`src/rtl/des_perm_pipe_if.sv`:
```
// Handshake bundle for the DES IP/FP permutation pipeline.
// master = producer/consumer side, slave = the pipeline itself.
interface des_perm_pipe_if #(
    parameter int TAG_W = 4
);
    logic             flush;
    logic             in_valid;
    logic             in_ready;
    logic             in_mode;
    logic [63:0]      in_data;
    logic [TAG_W-1:0] in_tag;
    logic             out_valid;
    logic             out_ready;
    logic [63:0]      out_data;
    logic [TAG_W-1:0] out_tag;
    logic             out_mode;
    logic [2:0]       occupancy;

    modport master (
        output flush, in_valid, in_mode, in_data, in_tag, out_ready,
        input  in_ready, out_valid, out_data, out_tag, out_mode, occupancy
    );

    modport slave (
        input  flush, in_valid, in_mode, in_data, in_tag, out_ready,
        output in_ready, out_valid, out_data, out_tag, out_mode, occupancy
    );
endinterface

```
`src/rtl/des_perm_pipe.sv`:
```
// Pipelined DES bit-permutation engine: IP (mode 0) or FP (mode 1) applied
// in front of stage 0, followed by an elastic valid/ready register chain
// carrying {data, tag, mode}. Bubbles collapse; ready ripples back
// combinationally from out_ready.
module des_perm_pipe #(
    parameter int STAGES = 2,
    parameter int TAG_W  = 4
) (
    input  logic           clk,
    input  logic           rst,
    des_perm_pipe_if.slave bus
);

    logic [63:0]       data_p [STAGES];
    logic [TAG_W-1:0]  tag_p  [STAGES];
    logic [STAGES-1:0] mode_p;
    logic [STAGES-1:0] vld_p;
    logic [STAGES-1:0] vld_nxt;
    logic [STAGES-1:0] load;
    logic [2:0]        occ_q;
    logic [2:0]        occ_nxt;
    logic [63:0]       perm_in;

    // FP: out bit {r,c} takes input bit {~c[0], c[2:1], ~r}.
    function automatic logic [63:0] perm_fp(input logic [63:0] x);
        logic [63:0] y;
        logic [5:0]  i6;
        y = '0;
        for (int i = 0; i < 64; i++) begin
            i6    = 6'(i);
            y[i]  = x[{~i6[0], i6[2:1], ~i6[5:3]}];
        end
        return y;
    endfunction

    // IP is the scatter form of the same index map, hence the exact inverse.
    function automatic logic [63:0] perm_ip(input logic [63:0] x);
        logic [63:0] y;
        logic [5:0]  i6;
        y = '0;
        for (int i = 0; i < 64; i++) begin
            i6 = 6'(i);
            y[{~i6[0], i6[2:1], ~i6[5:3]}] = x[i];
        end
        return y;
    endfunction

    assign perm_in = bus.in_mode ? perm_fp(bus.in_data) : perm_ip(bus.in_data);

    // Load enables ripple back from out_ready; next valids and their popcount.
    always_comb begin
        logic dl;
        load    = '0;
        vld_nxt = vld_p;
        occ_nxt = '0;
        dl      = bus.out_ready;
        for (int k = STAGES - 1; k >= 0; k--) begin
            load[k] = ~vld_p[k] | dl;
            dl      = load[k];
        end
        if (load[0]) vld_nxt[0] = bus.in_valid;
        for (int k = 1; k < STAGES; k++) begin
            if (load[k]) vld_nxt[k] = vld_p[k-1];
        end
        if (bus.flush) vld_nxt = '0;
        for (int k = 0; k < STAGES; k++) begin
            occ_nxt = occ_nxt + 3'(vld_nxt[k]);
        end
    end

    // Stage valids and occupancy register.
    always_ff @(posedge clk or posedge rst) begin
        if (rst) begin
            vld_p <= '0;
            occ_q <= '0;
        end else begin
            vld_p <= vld_nxt;
            occ_q <= occ_nxt;
        end
    end

    // Payload registers: capture only on a real load, frozen otherwise.
    always_ff @(posedge clk or posedge rst) begin
        if (rst) begin
            for (int k = 0; k < STAGES; k++) begin
                data_p[k] <= '0;
                tag_p[k]  <= '0;
            end
            mode_p <= '0;
        end else if (!bus.flush) begin
            // stage 0: permuted input
            if (load[0] && bus.in_valid) begin
                data_p[0] <= perm_in;
                tag_p[0]  <= bus.in_tag;
                mode_p[0] <= bus.in_mode;
            end
            // stages 1..STAGES-1: plain carry
            for (int k = 1; k < STAGES; k++) begin
                if (load[k] && vld_p[k-1]) begin
                    data_p[k] <= data_p[k-1];
                    tag_p[k]  <= tag_p[k-1];
                    mode_p[k] <= mode_p[k-1];
                end
            end
        end
    end

    assign bus.in_ready  = load[0];
    assign bus.out_valid = vld_p[STAGES-1];
    assign bus.out_data  = data_p[STAGES-1];
    assign bus.out_tag   = tag_p[STAGES-1];
    assign bus.out_mode  = mode_p[STAGES-1];
    assign bus.occupancy = occ_q;

endmodule

```
`src/flat_wrapper.sv`:
```
// flat-port wrapper written by rule: the top's interface ports become plain ports
module des_perm_pipe_flat 
#(
    parameter int STAGES = 2,
    parameter int TAG_W  = 4
)
  (clk, rst, bus_flush, bus_in_valid, bus_in_mode, bus_in_data, bus_in_tag, bus_out_ready, bus_in_ready, bus_out_valid, bus_out_data, bus_out_tag, bus_out_mode, bus_occupancy);
  des_perm_pipe_if #(.TAG_W(TAG_W)) bus_i ();
  input  logic clk;
  input  logic rst;
  input wire logic [$bits(bus_i.flush)-1:0] bus_flush;
  input wire logic [$bits(bus_i.in_valid)-1:0] bus_in_valid;
  input wire logic [$bits(bus_i.in_mode)-1:0] bus_in_mode;
  input wire logic [$bits(bus_i.in_data)-1:0] bus_in_data;
  input wire logic [$bits(bus_i.in_tag)-1:0] bus_in_tag;
  input wire logic [$bits(bus_i.out_ready)-1:0] bus_out_ready;
  output wire logic [$bits(bus_i.in_ready)-1:0] bus_in_ready;
  output wire logic [$bits(bus_i.out_valid)-1:0] bus_out_valid;
  output wire logic [$bits(bus_i.out_data)-1:0] bus_out_data;
  output wire logic [$bits(bus_i.out_tag)-1:0] bus_out_tag;
  output wire logic [$bits(bus_i.out_mode)-1:0] bus_out_mode;
  output wire logic [$bits(bus_i.occupancy)-1:0] bus_occupancy;
  assign bus_i.flush = bus_flush;
  assign bus_i.in_valid = bus_in_valid;
  assign bus_i.in_mode = bus_in_mode;
  assign bus_i.in_data = bus_in_data;
  assign bus_i.in_tag = bus_in_tag;
  assign bus_i.out_ready = bus_out_ready;
  assign bus_in_ready = bus_i.in_ready;
  assign bus_out_valid = bus_i.out_valid;
  assign bus_out_data = bus_i.out_data;
  assign bus_out_tag = bus_i.out_tag;
  assign bus_out_mode = bus_i.out_mode;
  assign bus_occupancy = bus_i.occupancy;
  des_perm_pipe #(.STAGES(STAGES), .TAG_W(TAG_W)) u_core (.clk(clk), .rst(rst), .bus(bus_i));
endmodule
```
`config.mk`:
```
export PLATFORM = sky130hd
export DESIGN_NAME = des_perm_pipe_flat
export DESIGN_NICKNAME = d
export VERILOG_FILES = /design/src/rtl/des_perm_pipe_if.sv /design/src/rtl/des_perm_pipe.sv /design/src/flat_wrapper.sv
export SDC_FILE = /design/constraint.sdc
export NUM_CORES = 1
export LEC_CHECK = 0
export CORE_MARGIN = 4
export CORE_UTILIZATION = 50
export CTS_CLUSTER_DIAMETER = 150
export CTS_CLUSTER_SIZE = 28
export DETAILED_ROUTE_END_ITERATION = 8
export GPL_ROUTABILITY_DRIVEN = 0
export GPL_TIMING_DRIVEN = 0
export PLACE_DENSITY_LB_ADDON = 0.05
export SLEW_MARGIN = 20
export SYNTH_ARGS = -nofsm -noshare
export SYNTH_HDL_FRONTEND = slang
export SYNTH_SLANG_ARGS = --single-unit
```
`constraint.sdc`:
```
create_clock -name clk -period 5.57 [get_ports clk]
set_input_delay 1.114 -clock clk [delete_from_list [all_inputs] [get_ports clk]]
set_output_delay 1.114 -clock clk [all_outputs]
set_load 0.01 [all_outputs]
```
==> metrics.md <==
| Metric | Value |
|---|---|
| Min-Delay Path Class | reg -> reg |
| Worst path slowest cell | clkdlybuf4s50_1 |
| First-pass DRT Iterations | 6 |
| Cell Area, Synth | between 6000 and 7000 um^2 |
| Crit-path most repeated cell | clkdlybuf4s50_1 |
| CTS tree | done |
| DP Worst Slack | 2.14 ns |
| Clock Skew | between 0.006 and 0.007 ns |
| PwrDens | 410 nW/um^2 |
| P&R area growth vs syn | 35.5% |
| Final #Nets | 681 |
| Die W | 122 um |
| Final period utilization | 0.617 |
| Initial Util | 0.513 |
| Static Leak | 0.00382 uW |
| Placed cell area | between 8000 and 9000 um^2 |
| Finish-stage setup viols | 0 |
| # IOs | 148 |
| Core Area | 12700 um^2 |
| CTS buffer count | 17 |
| Slew Limit Fails | 0 |
| Synthesized Nets | 516 |
| Max FO, Critical Path | 3 |
| GR Overflow Total | 0 |
| Crit path capture type | output pin |
| Outcome | completed |
| Avg Cell Area, Syn | 14.8 um^2 |
| Critical Path AT | 2.32 ns |
| CP max stage delay | 0.55 ns |
| Later-pin clock latency in the skew report | between 0.4 and 0.5 ns |
| Post_cts resized | 0 |
| YS warnings | 0 |
| Antenna violations before repair | 0 |
| Share of cells above drive strength 1 | 0.504 |
| Via count | roughly 3900 |
| # hold bufs at CTS | 0 |
| Largest net degree at the start of global routing | 73 |
| PnR worst setup slack | around 2.1 ns |
| Total global-route track usage | 0.201 |
| Vias in the first global route | 4413 |
| Dpl hpwl | 10100 um |
| Worst-path clk slew | approximately 0.05 ns |
| Setup Fix Bufs, Post-CTS | 0 |
| DRT Wirelength | between 10000 and 15000 um |
| Fill count | between 900 and 1000 |
| CP Launch Type | input port |
| Sink Count | 142 |
| Tmin final | 3.43 ns |
| I/O Buffers | approximately 150 |
| CTS Root Cell | clkbuf_16 |
| H-tree levels | 4 |
| Worst VDD drop | 0.203 mV |
| RSZ-0062 raised after global routing | false |
| Seq/Total Area, Yosys | 0.546 |
| Max Cap Viol | 0 |
| Vias per inst | 4.92 |
| Die area | about 15000 um^2 |
| Synthesized netlist cell count | 441 |
| Unique masters post-synth | 15 |
| Max-slew headroom | 0.525 |
| ANT nets after route | 0 |
| Least-Margin Pin Slew | 0.713 ns |
| Wire per inst | 17.7 um |
| Row count | 41 |
| Critical Path RT | around 4.5 ns |
| Type of the worst setup path | in -> out |
| Residual DRC count | 0 |
| Post-synthesis register bit count | 142 |
| Clk buf depth | 2 |
| Die height | 122 um |
| Diode count | 0 |
| First-pass GRT wire length | 22600 um |
| DRT iter0 DRCs | 105 |
| Max Clk Rate | 291 MHz |
| Crit-path cells | clkdlybuf4s50_1 -> nand3b_2 -> clkdlybuf4s50_1 |
| Final instance area | approximately 8800 um^2 |
| Final hold vios | 0 |
[synthesized netlist by cell type, drive strengths merged]
cell type	n	area [um^2]
nor3b	1	18.8
nor2b	1	8.76
dfrtp	142	3550
nand3b	2	22.5
a21oi	1	5.00
mux2	198	2230
clkbuf	1	3.75
inv	2	7.51
nor2	2	7.51
buf	89	632
conb	1	3.75
ha	1	12.5
[layout by cell type, fill, tap and decap left out, types with 2 or more instances in the layout]
| cell type | synthesis | layout |
|---|---|---|
| buf_4 | 72 | 72 |
| mux2_2 | 188 | 188 |
| nor2_1 | 2 | 2 |
| mux2_1 | 10 | 10 |
| dfrtp_1 | 142 | 142 |
| clkinv_2 | 0 | 3 |
| clkbuf_8 | 0 | 7 |
| buf_2 | 16 | 16 |
| bufinv_16 | 0 | 2 |
| nand3b_2 | 2 | 2 |
| clkbuf_1 | 1 | 4 |
| clkbuf_16 | 0 | 17 |
| clkdlybuf4s50_1 | 0 | 145 |
[stage by stage]
step	util	total power [uW]	hold slack, ns	TNS [ns]	cells
3_5_place_dp	0.648	2500	0.474	0	759
4_1_cts	0.696	3650	0.487	0	791
2_1_floorplan	-	2000	0.459	0	441
3_3_place_gp	0.645	2470	0.465	-164.37	758
5_1_grt	0.696	3790	0.509	0	791
6_report	0.696	3610	0.486	0	791
[cell type report]
type | instances | area, um^2 | area share
Clock buffer | 27 | 533 | 0.0605
Multi-Input combinational cell | 207 | 2310 | 0.262
Sequential cell | 142 | 3550 | 0.403
Inverter | 2 | 15.0 | 0.00170
Tap cell | 172 | 215 | 0.0244
Timing Repair Buffer | 146 | 1480 | 0.168
Buffer | 90 | 636 | 0.0721
Clock inverter | 5 | 75.1 | 0.00852
[per-layer routing]
layer	global-route usage	vias to the layer above	routed length [um]
met4	0.0854	0	320
met1	0.260	1963	5990
met2	0.323	110	6900
met3	0.0520	21	792
li1	-	1798	-
met5	0	-	0
[kinds of logic after synthesis]
| kind of cell | Yosys count | synth area share |
|---|---|---|
| other | 1 | 0.000576 |
| and+or+nand+nor | 6 | 0.00885 |
| DFF | 142 | 0.546 |
| AOI/OAI and AO/OA | 1 | 0.000769 |
| muxes | 198 | 0.343 |
| adders and majority gates | 1 | 0.00192 |
| buffers and inverters | 92 | 0.0989 |
[registers in the layout, summed over array words and instances, names as in the netlist]
signal and cells:
u_core.bus.out_tag 4, u_core.data_p 64, u_core.bus.out_data 64, u_core.tag_p 4, u_core.bus.occupancy 2, u_core.vld_p 2
u_core.mode_p 2
[power breakdown]
part           internal [uW]  total, uW  switching [uW]
clock network            741       1140             396
logic                    726       1070             340
registers               1280       1410             125
[path summary, 6_finish.rpt]
kind | start | to | slack, ns | cells past startpoint
setup / recovery | bus_out_ready | bus_in_ready | 2.14 | 3
min in group asynchronous | rst | u_core.data_p[109] | 1.15 | 2
setup reg to reg | u_core.vld_p[1] | u_core.bus.out_data[5] | 3.73 | 5
hold / removal | u_core.data_p[73] | u_core.bus.out_data[9] | 0.49 | 1
hold reg to reg | u_core.data_p[73] | u_core.bus.out_data[9] | 0.49 | 1
max in group asynchronous | rst | u_core.bus.out_data[20] | 3.69 | 3
[critical path, delay by kind of cell]
kind                   cells  cell delay, ns
buffers and inverters      2            1.05
and+or+nand+nor            1            0.16
Note: power is estimated with default switching activity, not from simulation.
